[src/rtl/stream_demux_14_if.sv]
// Handshake bundle for the 1:4 stream distributor.
//   master : producer + consumers side (drives in_valid/in_sel/in_data, out_ready)
//   slave  : the demux itself (drives in_ready, outN_data, out_valid, busy)
interface stream_demux_14_if #(
    parameter int unsigned WIDTH = 32
);
    logic             in_valid;
    logic [1:0]       in_sel;
    logic [WIDTH-1:0] in_data;
    logic             in_ready;
    logic [WIDTH-1:0] out0_data;
    logic [WIDTH-1:0] out1_data;
    logic [WIDTH-1:0] out2_data;
    logic [WIDTH-1:0] out3_data;
    logic [3:0]       out_valid;
    logic [3:0]       out_ready;
    logic             busy;

    modport master (
        output in_valid, in_sel, in_data, out_ready,
        input  in_ready, out0_data, out1_data, out2_data, out3_data, out_valid, busy
    );

    modport slave (
        input  in_valid, in_sel, in_data, out_ready,
        output in_ready, out0_data, out1_data, out2_data, out3_data, out_valid, busy
    );
endinterface

[src/rtl/stream_demux_14.sv]
// One-to-four stream distributor. Each accepted input word is steered by
// in_sel into a one-entry holding register of that channel and held there
// until its consumer takes it. A stalled channel only blocks the producer
// while it is the selected destination.
// Ports:
//   clk  - clock, all state updates on rising edge
//   rst  - synchronous active-high reset
//   bus  - slave side of stream_demux_14_if (input handshake, four output
//          channels, out_valid/out_ready vectors, busy)
module stream_demux_14 #(
    parameter int unsigned WIDTH = 32
) (
    input  logic                  clk,
    input  logic                  rst,
    stream_demux_14_if.slave      bus
);
    localparam int unsigned NCH = 4;

    logic [NCH-1:0]   v;
    logic [WIDTH-1:0] d [NCH];
    logic             xfer;

    // Ready when the destination slot is empty or is being emptied this cycle.
    assign bus.in_ready = ~v[bus.in_sel] | bus.out_ready[bus.in_sel];
    assign xfer         = bus.in_valid & bus.in_ready;

    // Per-channel slot update; a load overrides a drain so back-to-back
    // words keep the slot valid.
    always_ff @(posedge clk) begin
        if (rst) begin
            v <= '0;
            for (int k = 0; k < int'(NCH); k++) begin
                d[k] <= '0;
            end
        end else begin
            for (int k = 0; k < int'(NCH); k++) begin
                if (xfer && bus.in_sel == 2'(k)) begin
                    d[k] <= bus.in_data;
                    v[k] <= 1'b1;
                end else if (v[k] && bus.out_ready[k]) begin
                    v[k] <= 1'b0;
                end
            end
        end
    end

    assign bus.out_valid = v;
    assign bus.out0_data = d[0];
    assign bus.out1_data = d[1];
    assign bus.out2_data = d[2];
    assign bus.out3_data = d[3];
    assign bus.busy      = |v;

    // Producer must hold its offer stable until it is taken.
    a_producer_hold: assert property (
        @(posedge clk) disable iff (rst)
        (!rst && bus.in_valid && !bus.in_ready) |=>
            (bus.in_valid && bus.in_sel == $past(bus.in_sel) && bus.in_data == $past(bus.in_data))
    ) else $error("producer changed a pending offer");

    // A held, unconsumed word must not change under the consumer.
    for (genvar g = 0; g < int'(NCH); g++) begin : g_stable
        a_hold_stable: assert property (
            @(posedge clk) disable iff (rst)
            (!rst && v[g] && !bus.out_ready[g] && !(xfer && bus.in_sel == 2'(g))) |=>
                (v[g] && d[g] == $past(d[g]))
        ) else $error("held word changed while stalled");
    end
endmodule

[src/flat_wrapper.sv]
// flat-port wrapper written by rule: the top's interface ports become plain ports
module stream_demux_14_flat 
#(
    parameter int unsigned WIDTH = 32
)
  (clk, rst, bus_in_valid, bus_in_sel, bus_in_data, bus_out_ready, bus_in_ready, bus_out0_data, bus_out1_data, bus_out2_data, bus_out3_data, bus_out_valid, bus_busy);
  stream_demux_14_if #(.WIDTH(WIDTH)) bus_i ();
  input  logic clk;
  input  logic rst;
  input wire logic [$bits(bus_i.in_valid)-1:0] bus_in_valid;
  input wire logic [$bits(bus_i.in_sel)-1:0] bus_in_sel;
  input wire logic [$bits(bus_i.in_data)-1:0] bus_in_data;
  input wire logic [$bits(bus_i.out_ready)-1:0] bus_out_ready;
  output wire logic [$bits(bus_i.in_ready)-1:0] bus_in_ready;
  output wire logic [$bits(bus_i.out0_data)-1:0] bus_out0_data;
  output wire logic [$bits(bus_i.out1_data)-1:0] bus_out1_data;
  output wire logic [$bits(bus_i.out2_data)-1:0] bus_out2_data;
  output wire logic [$bits(bus_i.out3_data)-1:0] bus_out3_data;
  output wire logic [$bits(bus_i.out_valid)-1:0] bus_out_valid;
  output wire logic [$bits(bus_i.busy)-1:0] bus_busy;
  assign bus_i.in_valid = bus_in_valid;
  assign bus_i.in_sel = bus_in_sel;
  assign bus_i.in_data = bus_in_data;
  assign bus_i.out_ready = bus_out_ready;
  assign bus_in_ready = bus_i.in_ready;
  assign bus_out0_data = bus_i.out0_data;
  assign bus_out1_data = bus_i.out1_data;
  assign bus_out2_data = bus_i.out2_data;
  assign bus_out3_data = bus_i.out3_data;
  assign bus_out_valid = bus_i.out_valid;
  assign bus_busy = bus_i.busy;
  stream_demux_14 #(.WIDTH(WIDTH)) u_core (.clk(clk), .rst(rst), .bus(bus_i));
endmodule
[config.mk]
export PLATFORM = sky130hd
export DESIGN_NAME = stream_demux_14_flat
export DESIGN_NICKNAME = d
export VERILOG_FILES = /design/src/rtl/stream_demux_14_if.sv /design/src/rtl/stream_demux_14.sv /design/src/flat_wrapper.sv
export SDC_FILE = /design/constraint.sdc
export NUM_CORES = 1
export LEC_CHECK = 0
export ABC_AREA = 1
export CAP_MARGIN = 0
export CORE_MARGIN = 1
export CORE_UTILIZATION = 34
export CTS_CLUSTER_DIAMETER = 150
export DETAILED_ROUTE_END_ITERATION = 10
export SETUP_SLACK_MARGIN = 0.15
export SYNTH_ARGS = -nofsm -noshare
export SYNTH_HDL_FRONTEND = slang
export SYNTH_SLANG_ARGS = --single-unit
export TNS_END_PERCENT = 100
[constraint.sdc]
create_clock -name clk -period 2.9 [get_ports clk]
set_input_delay 0.435 -clock clk [delete_from_list [all_inputs] [get_ports clk]]
set_output_delay 0.435 -clock clk [all_outputs]
set_load 0.05 [all_outputs]
Word level (Yosys, flattened, before mapping)
Memory sizes are Yosys's and may differ from the RTL's.
Index checks and enable logic that the tools add are counted.

storage, ports and cells
  register bits after elaboration = 4
  RAM bits = 128
  input bits = 41
  output and inout bits = 134
  word-level logic and storage cells = 60
  memories kept = 1

memory list
  memory    depth  bits a word  read ports  clocked after memory_dff  write ports  RTL line               RTL
  u_core.d  4      32           4           0                         4            stream_demux_14.sv:20  logic [WIDTH-1:0] d [NCH];

cells by class
  order comparisons = 1
  equal/unequal tests = 3
  muxes and demuxes = 30
  bitwise logic cells = 7
  reductions and logical operators = 14

operator list
  operator              count
  $mux W32              4
  $mux W1               24
  $logic_and A1 B1 Y1   8
  $reduce_bool A2 Y1    4
  $or A1 B1 Y1          5
  $bmux W1 S2           2
  $eq A2 B2 Y1 const B  2
  $reduce_or A4 Y1      1
  $lt A2 B3 Y1 const B  1
  $eq A2 B1 Y1 const B  1
  $logic_not A2 Y1      1
  $and A1 B1 Y1         1
  $not A1 Y1            1

Logic depth before layout (Yosys ltp)
  word-level depth = 10
  depth in mapped cells = 10
  gate-level depth less buffers = 8

Least setup slack after synthesis
No wires, ideal clock.

  kind = input to register
  start = input port bus_in_sel[0]
  end = memory u_core.d[0][0] (enable)
  library setup time = 0.389 ns
  arrival = 1.909 ns
  data required time = 2.511 ns
  slack = 0.602 ns
  stages = 8
  path buffers = 1
  path through = buf_4 nor2_4 nand2_1 nand2_1 nor2_2 nand2_4 nand3_1 nand2_1

RTL lines
  element             RTL line               RTL
  start: declaration  flat_wrapper.sv:11     input wire logic [$bits(bus_i.in_sel)-1:0] bus_in_sel;
  end: declaration    stream_demux_14.sv:20

Final worst setup path
  start = register u_core.v[2], in the netlist u_core.bus.out_valid[2]
  end = output port bus_busy

on the way
  longest elaborated chain between the ends = 1

RTL lines
  element                           RTL line               RTL
  start: declaration                stream_demux_14.sv:19  logic [NCH-1:0] v;
  start signal: assignment          stream_demux_14.sv:31  v <= '0;
  start signal: indexed assignment  stream_demux_14.sv:39  v[k] <= 1'b1;
  start signal: indexed assignment  stream_demux_14.sv:41  v[k] <= 1'b0;
  $reduce_or A4 Y1                  stream_demux_14.sv:52  assign bus.busy = |v;
  end: declaration                  flat_wrapper.sv:20     output wire logic [$bits(bus_i.busy)-1:0] bus_busy;

Every way passes these cells.

==> results by group <==
Yosys
  • Post-Syn Area: 0.00497 sq mm
  • Syn Nets: ~390
  • Syn Inst Count: 353
  • Simple-Gate Fraction of Synth Area: between 10% and 20%
  • Cell variety after synth: 16
  • YS warnings: 0
  • Seq cells post-synth: 132
  • Seq/Total Area, Yosys: about 79%
  • Avg Inst Size Synth: 14.1 sq um
  • Largest family of logic cells by synthesized area: simple AND/OR/NAND/NOR gates
  • Mux cell area share after synthesis: 0%
  • Compound-cell area share of the yosys netlist: 0%
  • Adder-cell area share of the yosys netlist: 0%
  • Synth Area in XOR/XNOR: 0%

Min path
  • Hold path depth: 2
  • Worst hold start: u_core.bus.out_valid[3]
  • Min-Delay Path Class: reg -> reg

Timing
  • Final Max Slew Viols: 0
  • Final worst-path setup slack: 0.486 ns
  • Worst-Margin Slew: 0.625 ns
  • Fmax: roughly 410 MHz
  • Fin Hold WS: roughly 0.5 ns
  • Hold Vio Cnt, Final: 0
  • Worst Skew: between 0.009 and 0.01 ns
  • # setup viols final: 0
  • Worst slew margin: 58.3%
  • Crit share post-route: a little over four fifths
  • Setup_tns: 0 ns
  • Crit path time final: 2.41 ns
  • RSZ-0062 raised after global routing: false

Flow run
  • # Max-Cap Violations: 0

Floorplanning
  • Die span in x: 123 microns
  • Num rows: 43
  • IO Pins: 175
  • Chip Height: 123 microns
  • Die Area: 0.0151 sq mm
  • Initial Util: approximately a third
  • Core Footprint: 0.0141 sq mm

GRT
  • Initial antenna violation count: 0
  • GRT Total Usage: 17.1%
  • Vias in the first global route: 3312
  • First-pass GRT wire length: 18300 microns
  • Gr ovfl total: 0
  • Largest net degree at the start of global routing: 34

Setup path
  • Slowest stage delay, CP: a little over 0.7 ns
  • Data arrival, critical path: 1.98 ns
  • Max FO, Critical Path: 4
  • Worst EP required: 2.47 ns
  • CP startpoint kind: register
  • Launching point of the worst reg2reg path: u_core.bus.out_valid[1]
  • Worst setup path start: u_core.bus.out_valid[2]
  • Worst r2r path cells: 8
  • CP cell instances: or4_1 > clkdlybuf4s50_1
  • Reg2Reg Setup Slack: 1.17 ns
  • Slowest cell on the critical path: clkdlybuf4s50_1
  • Crit Path Class: reg -> out
  • Crit end category: output pin

Outcome
  • Status: completed

Placed design
  • Dpl ws: 0.292 ns
  • I/O Buffers: 174
  • Dpl cells: between 700 and 800
  • Routability cong.: 0.807
  • Dpl hpwl: 8380 microns

Final layout
  • Reg area: 0.00392 sq mm
  • Multi-input gate area: 768 sq um
  • Area Growth Syn to Fin: 50.5%
  • Total Nets Final: 583
  • Final cell count without fillers: 734
  • Diode count: 0
  • Share of layout cells above drive strength 1: 9.75%
  • # fillers: 1207

Route
  • Initial DRC Count: around 220
  • Antenna-violating nets left: 0
  • Via/cell ratio: 4.46
  • 1st-pass router iterations: 4
  • Residual DRC: 0
  • Vias: roughly 3300
  • Routed wire length per instance: ~17 microns
  • Final WL: around 12000 microns

Power and ir drop
  • IR drop worst, VDD: ~0.00033 V
  • Lkg Pwr: about 3 nW
  • Total power: 5.10 mW
  • Pwr/cell area: 681 mW/mm^2

Clocking
  • Worst-Skew Late Latency: around 0.4 ns
  • Post-CTS sizing: 0
  • Root buf cell: clkbuf_16
  • Setup bufs post-CTS: 0
  • Number of buffers created by CTS: 17
  • Sink Count: roughly 130
  • H-tree levels: 4
  • Clk slew on worst S/H paths: 0.05 ns
  • CTS Hold Buffers Added: 0
  • CTS tree: done
  • Clock buffer depth: 2
==> sequential cells by signal (all words and copies together) (netlist names) <==
| signal | flops |
|---|---|
| u_core.d | 128 |
| u_core.bus.out_valid | 4 |
==> worst paths after layout <==
path / to
max: bus_busy
min: u_core.bus.out_valid[3]
max reg2reg: u_core.d[2][13]
min reg2reg: u_core.bus.out_valid[3]
==> critical path: cells and delay by family, from the launching register on <==
kind,cells,cell delay [ns]
buffers and inverters,1,0.72
DFF,1,0.34
and+or+nand+nor,1,0.51
==> layout make-up <==
type / count / share of cell area [%]
timing repair buffer: 185 / 24.5
clock buffer: 19 / 5.79
clock inverter: 12 / 2.17
multi-input combinational: 170 / 10.3
tap: 180 / 3.01
sequential: 132 / 52.4
inverter: 36 / 1.81
==> power by group <==
group	total, mW	leakage (nW)	switching, mW	internal [mW]
Sequential	2.22	1.41	0.0315	2.19
Combinational	0.703	1.30	0.484	0.219
Clock	2.18	0.287	0.757	1.42
==> stage by stage <==
step           util [%]  instance area (sq um)
2_1_floorplan         -                   4970
3_3_place_gp       48.9                   6890
3_5_place_dp       48.9                   6890
4_1_cts            53.1                   7480
5_1_grt            53.1                   7480
6_report           53.1                   7480
==> metal layers <==
metal,part of all wire (%),routed length (microns),track usage (%),vias to the layer above
met1,42,5160,21.2,1560
li1,-,-,-,1552
met5,0,0,0,-
met3,8.3,1010,6.46,13
met4,1.2,150,5.79,0
met2,48,5840,27.4,149
==> cells in the mapped netlist <==
master      n  area share, %
nand2_4     1           0.23
dfxtp_1     4            1.6
nand3b_1    4           0.60
nor2_4      1           0.23
buf_6      12            2.7
nand4_4     4            1.7
inv_2       2           0.15
buf_4       2           0.30
or4_1       1           0.15
nand2_1    21            1.6
nor2_2      3           0.38
edfxtp_1  128             77
nand3_1     7           0.70
inv_1      34            2.6
buf_2       1           0.10
nor2_1    128            9.7
==> cell usage in the layout (no fill, tap or decap), drive strengths merged <==
cell type      instances
bufinv                 4
nand4                  4
buf                   12
nand3b                 4
inv                   36
edfxtp               128
nor2                 132
dfxtp                  4
nand2                 22
clkinvlp               2
clkdlybuf4s50        173
or4                    1
clkbuf                19
nand3                  7
clkinv                 6
==> logic make-up (layout without fill, tap and decap cells) <==
kind of cell	after synthesis	after routing
simple gates	170	170
flops	132	132
buf+inv	51	252
Note: power is estimated with default switching activity, not from simulation.
